[src/rtl/mem_port_arbiter.sv]
// Arbitrates a single req/ack memory between the fetch port and the data port.
// Each access is latched, held until ack or timeout, and finishes with a one-cycle done pulse.
module mem_port_arbiter #(
    parameter int ADDR_W  = 32,
    parameter int DATA_W  = 32,
    parameter int TIMEOUT = 64
) (
    input  logic              clk_i,
    input  logic              rst_i,
    input  logic              if_req_i,
    input  logic [ADDR_W-1:0] if_addr_i,
    output logic [DATA_W-1:0] if_rdata_o,
    output logic              if_done_o,
    input  logic              d_req_i,
    input  logic              d_we_i,
    input  logic [ADDR_W-1:0] d_addr_i,
    input  logic [DATA_W-1:0] d_wdata_i,
    output logic [DATA_W-1:0] d_rdata_o,
    output logic              d_done_o,
    output logic              stall_o,
    output logic              mem_req_o,
    output logic              mem_we_o,
    output logic [ADDR_W-1:0] mem_addr_o,
    output logic [DATA_W-1:0] mem_wdata_o,
    input  logic [DATA_W-1:0] mem_rdata_i,
    input  logic              mem_ack_i,
    output logic              err_o
);

    localparam int TW = $clog2(TIMEOUT) + 1;
    localparam logic [TW-1:0] T_LAST = TW'(TIMEOUT - 1);

    typedef enum logic [2:0] {
        IDLE,
        D_WAIT,
        I_WAIT,
        D_DONE,
        I_DONE
    } state_t;

    state_t            state;
    state_t            state_nx;
    logic              last_d;
    logic              grant_d;
    logic              grant_i;
    logic              in_wait;
    logic              timeout_hit;
    logic              finish;
    logic [TW-1:0]     timer;
    logic [ADDR_W-1:0] lat_addr;
    logic              lat_we;
    logic [DATA_W-1:0] lat_wdata;
    logic [DATA_W-1:0] if_cap;
    logic [DATA_W-1:0] d_cap;
    logic              err;

    always_ff @(posedge clk_i) begin
        if (rst_i) begin
            state <= IDLE;
        end else begin
            state <= state_nx;
        end
    end

    // Round-robin: on a tie the port that did not win last time gets the memory.
    always_comb begin
        grant_d     = 1'b0;
        grant_i     = 1'b0;
        in_wait     = (state == D_WAIT) || (state == I_WAIT);
        timeout_hit = in_wait && !mem_ack_i && (timer == T_LAST);
        finish      = in_wait && (mem_ack_i || timeout_hit);
        state_nx    = state;
        if (state == IDLE) begin
            grant_d = d_req_i && (!if_req_i || !last_d);
            grant_i = if_req_i && !grant_d;
        end
        case (state)
            IDLE: begin
                if (grant_d) begin
                    state_nx = D_WAIT;
                end else if (grant_i) begin
                    state_nx = I_WAIT;
                end
            end
            D_WAIT: begin
                if (finish) begin
                    state_nx = D_DONE;
                end
            end
            I_WAIT: begin
                if (finish) begin
                    state_nx = I_DONE;
                end
            end
            D_DONE:  state_nx = IDLE;
            I_DONE:  state_nx = IDLE;
            default: state_nx = IDLE;
        endcase
    end

    always_ff @(posedge clk_i) begin
        if (rst_i) begin
            last_d    <= 1'b0;
            timer     <= '0;
            lat_addr  <= '0;
            lat_we    <= 1'b0;
            lat_wdata <= '0;
            if_cap    <= '0;
            d_cap     <= '0;
            err       <= 1'b0;
        end else begin
            if (grant_d || grant_i) begin
                last_d   <= grant_d;
                timer    <= '0;
                lat_addr <= grant_d ? d_addr_i : if_addr_i;
                lat_we   <= grant_d && d_we_i;
                if (grant_d) begin
                    lat_wdata <= d_wdata_i;
                end
            end else if (in_wait && (timer != '1)) begin
                timer <= timer + 1'b1;
            end
            // A timed-out access returns zero data to the requesting port.
            if (finish) begin
                if (state == D_WAIT) begin
                    d_cap <= mem_ack_i ? mem_rdata_i : '0;
                end else begin
                    if_cap <= mem_ack_i ? mem_rdata_i : '0;
                end
            end
            if (timeout_hit) begin
                err <= 1'b1;
            end
        end
    end

    assign mem_req_o   = in_wait;
    assign mem_we_o    = (state == D_WAIT) && lat_we;
    assign mem_addr_o  = lat_addr;
    assign mem_wdata_o = lat_wdata;
    assign if_done_o   = (state == I_DONE);
    assign d_done_o    = (state == D_DONE);
    assign if_rdata_o  = if_cap;
    assign d_rdata_o   = d_cap;
    assign err_o       = err;
    assign stall_o     = (if_req_i && !if_done_o) || (d_req_i && !d_done_o);

endmodule
[config.mk]
export PLATFORM = sky130hd
export DESIGN_NAME = mem_port_arbiter
export DESIGN_NICKNAME = d
export VERILOG_FILES = /design/src/rtl/mem_port_arbiter.sv
export SDC_FILE = /design/constraint.sdc
export NUM_CORES = 1
export LEC_CHECK = 0
export CAP_MARGIN = 40
export CORE_ASPECT_RATIO = 0.8
export CORE_UTILIZATION = 44
export DETAILED_ROUTE_END_ITERATION = 10
export PLACE_DENSITY_LB_ADDON = 0.3
export SLEW_MARGIN = 20
export SYNTH_ARGS = -nofsm -noshare
export SYNTH_HDL_FRONTEND = slang
export SYNTH_SLANG_ARGS = --single-unit
[constraint.sdc]
create_clock -name clk_i -period 4.3 [get_ports clk_i]
set_input_delay 0.43 -clock clk_i [delete_from_list [all_inputs] [get_ports clk_i]]
set_output_delay 0.43 -clock clk_i [all_outputs]
set_load 0.01 [all_outputs]
==> flow_summary.toml, run 1 <==
[power_and_ir_drop]
vdd_drop_max_uv = 344
powerDensity_mw_per_mm2 = 443
leakagePower_nw = 3.15

[floorplan]
ios = 268
dieArea_mm2 = 0.0130
die_w_um = 127
die_y_um = 102
row_count = 36
initial_core_util = 0.452
core_area_mm2 = 0.0122

[hold_path]
min_from = "mem_wdata_o[4]$_SDFFE_PP0P_"
whs_path_depth = 2
min_to = "mem_wdata_o[4]$_SDFFE_PP0P_"
min_path_type = "register to register"

[place]
pre_cts_ws_ns = 1.71
gp_congestion = 0.775
placed_area_mm2 = 0.00826
portBuffers = 267
hpwl_mm = 11.4

[worst_setup_path]
rr_startpoint = "timer[0]$_SDFFE_PP0P_"
worst-r2r-setup-slack_ns = 1.98
worstSetupPathType = "register to output pin"
reg2reg_depth = 6
timing.rr.end = "if_rdata_o[9]$_SDFFE_PP0P_"
arrival_ns = 2.21
critPathRequiredTime_ns = 3.87
crit_fanout = 35
end_kind = "output pin"
worstSetupStartpointType = "register"

[timing]
setup_viol = 0
fin_worst_skew_ns = 0.0131
hold_violations = 0
setup_slack_ns = 1.66
relSlewSlack = 0.456
max_freq_ghz = 0.378
min_period_ns = 2.64
rsz0062_at_grt = "false"
finalMaxSlewViolations = 0
final.setup.tns_ns = 0
fin_crit_sh = 0.615
worst_pin_slew_ns = 0.814

[clock_tree]
h-tree-depth = 4
clkLatencyLatePin_ns = 0.41
cts_buffers = 17
cts_sinks = 141
cts_tree = "done"
clk_path_buf_depth = 2
path_clk_slew_ns = 0.06
cts-resized-gates = 0
holdBufCountCts = 0
cts_setup_buffers = 0
cts.root.buffer_cell = "clkbuf_16"

[global_routing]
grt_pass1_wl_mm = 27.0
grt.overflow.total = 0
grt_pass1_vias = 5134
grt_max_degree = 58
grt_use_total = 0.264
antenna_found_initial = 0

[route]
firstDrtPassIters = 5
viasPerCell = 5.09
route.vias.total = 5639
first_iter_violations = 355
drt_wl_total_mm = 17.2
ant_nets = 0
drc = 0
wl_per_cell_um = 15.5

[synthesis]
async_flop_share = 0
synthTopCellsByArea = "dfxtp_1, nand2_1, a21oi_1"
ys_ff_latch = 141
synth.avg_cell_area_um2 = 8.04
yosysSeqAreaShare = 0.512
yosysTopAreaCell = "dfxtp_1"
synth-edff-count = 0
synth_top_cell_area_share = 0.512
synth-warning-count = 0
ys_types = 42
synth_flop_cell = "dfxtp_1"
synth_area_mm2 = 0.00552
postSynthCellCount = 686
syn_nets = 821

[final_layout]
mostFrequentLayoutCell = "clkdlybuf4s50_1"
mostFrequentLayoutCells = "clkdlybuf4s50_1, nand2_1, dfxtp_1, a21oi_1, o21ai_1"
antenna_cells = 0
design_area_mm2 = 0.00886
layout-drive-gt1-share = 0.0673
nNetsFinal = 1058
syn_to_final_growth_pct = 60.6

[flow_run]
cap_violations = 0

[status]
status = "finished, final reports clean"
[layout make-up]
type	instances	area, um2
fillers	972	3350
flip-flops and latches	141	2820
repair buffers	278	2800
multi-input cells	478	2400
clock buffers	20	457
well taps	171	214
clock inverters	12	136
inverters	7	26.3
[worst max-delay path, cell delays in order (launching register included)]
cell             delay, ns
dfxtp_1               0.46
or3b_1                0.37
buf_4                 0.28
nor2_1                0.14
clkdlybuf4s50_1       0.57
[worst max path at each step]
stage,from,to
final,state[0]$_SDFFE_PP0P_,mem_we_o
after global routing,state[1]$_SDFFE_PP0P_,mem_req_o
after CTS,state[0]$_SDFFE_PP0P_,mem_we_o
after detailed placement,if_req_i,mem_addr_o[26]$_SDFFE_PP0P_
after global placement,if_req_i,mem_addr_o[27]$_SDFFE_PP0P_
after floorplan,timer[0]$_SDFFE_PP0P_,timer[3]$_SDFFE_PP0P_
[power breakdown]
group          internal, mW  total [mW]  switching [mW]
registers              1.43        1.50          0.0677
clock network         0.890        1.47           0.579
logic                 0.472       0.948           0.476
total                  2.80        3.92            1.12
[kinds of logic (layout without fill, tap and decap cells)]
kind of cell / after synthesis / in the layout / share of synthesized area
mux: 1 / 1 / 0.00181
fa+ha+maj: 1 / 1 / 0.00227
compound gates: 213 / 213 / 0.232
xor+xnor: 1 / 1 / 0.00159
simple gates: 262 / 262 / 0.195
buf+inv: 67 / 317 / 0.0560
flops: 141 / 141 / 0.512
[registers in the layout, summed over array words and instances (netlist names)]
register and cells:
lat_we 1, state 3, d_rdata_o 32, mem_addr_o 32
timer 7, if_rdata_o 32, mem_wdata_o 32, last_d 1
err_o 1
[through the flow]
stage          power, mW  cells  hold WS, ns   util
2_1_floorplan       2.00    686        0.443      -
3_3_place_gp        2.43   1072        0.441  0.671
3_5_place_dp        2.47   1075        0.447  0.677
4_1_cts             3.94   1107        0.456  0.726
5_1_grt             4.10   1107        0.468  0.726
6_report            3.92   1107        0.451  0.726
[layer usage]
layer,vias to the layer above,part of all wire,GRT usage
li1,2818,-,-
met1,2599,0.43,0.328
met2,201,0.48,0.446
met3,21,0.077,0.0702
met4,0,0.016,0.0925
met5,-,0,0
[synthesized netlist by cell type, types with 2 or more instances]
master / n
and3_1: 2
nand3_1: 5
a21oi_1: 105
clkbuf_1: 30
nand2b_1: 2
nor3_1: 2
o311ai_1: 2
o41ai_1: 2
dfxtp_1: 141
nand2_1: 198
nor2_1: 37
buf_1: 4
a311oi_2: 10
inv_1: 6
or3b_1: 2
buf_2: 16
a311oi_1: 22
buf_4: 10
o21ai_1: 66
a31oi_1: 2
Note: power is estimated with default switching activity, not from simulation.
==> run 2: changes to the inputs <==
Settings changed: CORE_UTILIZATION 44 to 41.
Clock period 4.3 ns to 2.76 ns, I/O delays scaled along.
==> flow_summary.toml, run 2 (synthesized netlist as in run 1, its figures left out) <==
[place]
placedCellCount = 1081
portBuffers = 267
hpwl_mm = 11.9
gp_congestion = 0.837

[timing]
max_freq_ghz = 0.409
setup_viol = 0
rsz0062_at_grt = "false"
fin_crit_sh = 0.886
hold_violations = 0
finalMaxSlewViolations = 0
final.setup.tns_ns = 0
relSlewSlack = 0.528
worst_pin_slew_ns = 0.707
min_period_ns = 2.45
fin_worst_skew_ns = 0.0115

[worst_setup_path]
worstSetupPathType = "register to output pin"
crit_buf_inv = 2
crit_fanout = 11
timing.rr.end = "mem_addr_o[9]$_SDFFE_PP0P_"
worst-r2r-setup-slack_ns = 0.77
path_cells = "xnor2_1 > or2_0 > inv_2 > clkdlybuf4s50_1"
cp.depth = 4
rr_startpoint = "state[1]$_SDFFE_PP0P_"
reg2reg_depth = 5
arrival_ns = 2.17
worstSetupEndpoint = "mem_req_o"
critPathRequiredTime_ns = 2.48
end_kind = "output pin"
crit_path_top_delay_cell = "or2_0"
worstSetupStartpointType = "register"
slowest_delay_ns = 0.50
crit_family = "buffers and inverters"
crit_start = "state[1]$_SDFFE_PP0P_"

[clock_tree]
holdBufCountCts = 0
cts_setup_buffers = 0
path_clk_slew_ns = 0.06
cts-resized-gates = 0
cts_buffers = 17
cts_tree = "done"
cts_sinks = 141
cts.root.buffer_cell = "clkbuf_16"
clk_path_buf_depth = 2
clkLatencyLatePin_ns = 0.41
h-tree-depth = 4

[power_and_ir_drop]
leakagePower_nw = 3.17
powerDensity_mw_per_mm2 = 686
vdd_drop_max_uv = 411

[final_layout]
layout-drive-gt1-share = 0.0693
nNetsFinal = 1060
antenna_cells = 0
fin_util = 0.682
mostFrequentLayoutCells = "clkdlybuf4s50_1, nand2_1, dfxtp_1, a21oi_1, o21ai_1"
mostFrequentLayoutCell = "clkdlybuf4s50_1"
syn_to_final_growth_pct = 60.9
final_cells = 1113

[floorplan]
row_count = 37
ios = 268
die_y_um = 106
die_w_um = 132
dieArea_mm2 = 0.0139
core_area_mm2 = 0.0130
initial_core_util = 0.424

[global_routing]
grt.overflow.total = 0
grt_pass1_wl_mm = 27.4
grt_max_degree = 66
grt_use_total = 0.249
antenna_found_initial = 0
grt_pass1_vias = 5176

[route]
firstDrtPassIters = 5
first_iter_violations = 350
route.vias.total = 5592
viasPerCell = 5.02
drc = 0
wl_per_cell_um = 15.5
ant_nets = 0
drt_wl_total_mm = 17.2

[flow_run]
cap_violations = 0

[status]
status = "finished, final reports clean"

[hold_path]
min_path_type = "input port to register"
[run 2: worst min-delay path by stage]
stage                                 start                           end  slack (ns)  depth (start not counted)
3_3_place_gp   mem_wdata_o[22]$_SDFFE_PP0P_  mem_wdata_o[22]$_SDFFE_PP0P_        0.44                          2
3_5_place_dp   mem_wdata_o[21]$_SDFFE_PP0P_  mem_wdata_o[21]$_SDFFE_PP0P_        0.45                          2
4_1_cts                               rst_i           last_d$_SDFFE_PP0P_        0.28                          2
6_report                              rst_i           last_d$_SDFFE_PP0P_        0.28                          2
5_1_grt                               rst_i           last_d$_SDFFE_PP0P_        0.28                          2
2_1_floorplan                  d_wdata_i[0]   mem_wdata_o[0]$_SDFFE_PP0P_        0.41                          2
[run 2: routing by layer]
metal	up-vias	part of all wire	GRT usage	routed length, um
met5	-	0	0	0
met4	0	0.019	0.0897	323
met3	20	0.055	0.0534	947
met2	172	0.49	0.410	8440
met1	2576	0.44	0.320	7510
li1	2824	-	-	-
[run 2: area by class of cell]
type	count	area, um2
fill	1083	4140
timing repair buffer	280	2810
inverter	7	26.3
sequential	141	2820
tap	175	219
clock buffer	19	443
multi-input combinational	478	2400
clock inverter	13	154
[run 2: power breakdown]
group | leakage [nW] | internal [mW] | switching [mW]
Sequential | 1.15 | 2.23 | 0.105
Combinational | 1.72 | 0.724 | 0.729
Clock | 0.291 | 1.38 | 0.915
[run 2: metrics by stage]
| step | power (mW) | hold WS, ns | setup slack (ns) | instance area [um2] |
|---|---|---|---|---|
| after global routing | 6.39 | 0.281 | 0.172 | 8870 |
| after detailed placement | 3.84 | 0.446 | 0.652 | 8280 |
| final | 6.09 | 0.284 | 0.313 | 8870 |
| after floorplan | 3.11 | 0.412 | 1.03 | 5520 |
| after CTS | 6.14 | 0.276 | 0.324 | 8870 |
| after global placement | 3.81 | 0.442 | 0.708 | 8280 |
==> run 3: changes to the inputs <==
Settings changed: GPL_TIMING_DRIVEN set to 0.
==> flow_summary.toml, run 3 (synthesized netlist as in run 1, its figures left out) <==
[worst_setup_path]
cp.depth = 4
slowest_delay_ns = 0.56
crit_path_top_delay_cell = "clkdlybuf4s50_1"
path_cells = "or3b_1 > buf_2 > nor2_1 > clkdlybuf4s50_1"
reg2reg_depth = 7
worstSetupPathType = "register to output pin"
arrival_ns = 2.16
critPathRequiredTime_ns = 2.48
crit_family = "buffers and inverters"
crit_fanout = 17
crit_buf_inv = 2
worstSetupStartpointType = "register"
end_kind = "output pin"

[final_layout]
layout-drive-gt1-share = 0.0743
mostFrequentLayoutCells = "clkdlybuf4s50_1, nand2_1, dfxtp_1, a21oi_1, o21ai_1"
final_cells = 1158
mostFrequentLayoutCell = "clkdlybuf4s50_1"
antenna_cells = 0
fillers = 1088
syn_to_final_growth_pct = 63.2
fin_util = 0.692
nNetsFinal = 1105

[timing]
final.setup.tns_ns = 0
setup_viol = 0
max_freq_ghz = 0.411
worst_pin_slew_ns = 0.671
fin_worst_skew_ns = 0.00908
rsz0062_at_grt = "false"
min_period_ns = 2.44
hold_violations = 0
finalMaxSlewViolations = 0
fin_crit_sh = 0.883
relSlewSlack = 0.552

[global_routing]
grt.overflow.total = 0
grt_pass1_wl_mm = 29.4
grt_max_degree = 17
antenna_found_initial = 0
grtUsageMet1 = 0.337
use_met2 = 0.443
grt_pass1_vias = 5638
gr-max-usage-layer = "met2"
met3_usage = 0.0770
grt_use_total = 0.270

[route]
ant_nets = 0
first_iter_violations = 400
viasPerCell = 5.15
firstDrtPassIters = 5
drt_wl_total_mm = 18.9
route.vias.total = 5968
drc = 0
wl_per_cell_um = 16.3

[place]
placedCellCount = 1127
hpwl_mm = 13.8
portBuffers = 266
gp_congestion = 0.872

[clock_tree]
cts.root.buffer_cell = "clkbuf_16"
path_clk_slew_ns = 0.06
cts_buffers = 17
cts_setup_buffers = 0
clk_path_buf_depth = 2
cts_tree = "done"
h-tree-depth = 4
cts_sinks = 141
clkLatencyLatePin_ns = 0.41

[floorplan]
dieArea_mm2 = 0.0139
initial_core_util = 0.424
row_count = 37
ios = 268
die_y_um = 106
die_w_um = 132
core_area_mm2 = 0.0130

[status]
status = "finished, final reports clean"

[power_and_ir_drop]
powerDensity_mw_per_mm2 = 691
leakagePower_nw = 3.24
vdd_drop_max_uv = 486

[flow_run]
cap_violations = 0

[hold_path]
min_path_type = "input port to register"
whs_path_depth = 3
## run 3: cell count changes in the layout (fill, tap and decap cells not counted), sizes merged
cell,change
buf,+16
bufinv,+1
clkbuf,+29
clkinv,-1
clkinvlp,+2
inv,-2
## run 3: power by group
group          switching [mW]  internal [mW]  leakage, nW
Combinational           0.777          0.748         1.80
Clock                   0.907           1.45        0.291
Sequential              0.101           2.24         1.15
## run 3: worst paths after layout
path / from / end / slack [ns]
worst max register to register: timer[0]$_SDFFE_PP0P_ / if_rdata_o[14]$_SDFFE_PP0P_ / 0.71
worst min-delay path: d_wdata_i[9] / mem_wdata_o[9]$_SDFFE_PP0P_ / 0.40
worst min register to register: mem_wdata_o[7]$_SDFFE_PP0P_ / mem_wdata_o[7]$_SDFFE_PP0P_ / 0.45
worst max-delay path: state[0]$_SDFFE_PP0P_ / mem_we_o / 0.32
## run 3: worst min-delay path: cells and delay by family
family          cells  cell delay [ns]
buf+inv             1             0.39
compound gates      1             0.05
simple gates        1             0.05
## run 3: repair_timing
item                       CTS  global route
gates resized for setup      0             0
hold buffers                 0             0
setup endpoints to repair    0             1
## run 3: layer usage
layer / routed length (um) / part of all wire / vias to the layer above
met2: 8870 / 0.47 / 251
met1: 8360 / 0.44 / 2781
met5: 0 / 0 / -
met4: 439 / 0.023 / 0
met3: 1220 / 0.064 / 32
li1: - / - / 2904
## run 3: layout make-up
cell class	count	area, um2	area share
multi-input combinational	478	2380	0.265
tap	175	219	0.0243
clock buffer	19	443	0.0492
buffer	59	279	0.0310
sequential	141	2820	0.314
clock inverter	13	163	0.0181
timing repair buffer	266	2660	0.296
inverter	7	26.3	0.00292
## run 3: per-stage QoR
stage / hold slack [ns] / cell area (um2) / setup slack, ns / total power, mW
floorplan: 0.412 / 5520 / 1.03 / 3.11
global placement: 0.440 / 8400 / 0.513 / 3.87
detailed placement: 0.447 / 8400 / 0.533 / 3.90
CTS: 0.390 / 9000 / 0.0764 / 6.25
global route: 0.406 / 9000 / 0.208 / 6.48
finish: 0.405 / 9000 / 0.324 / 6.22
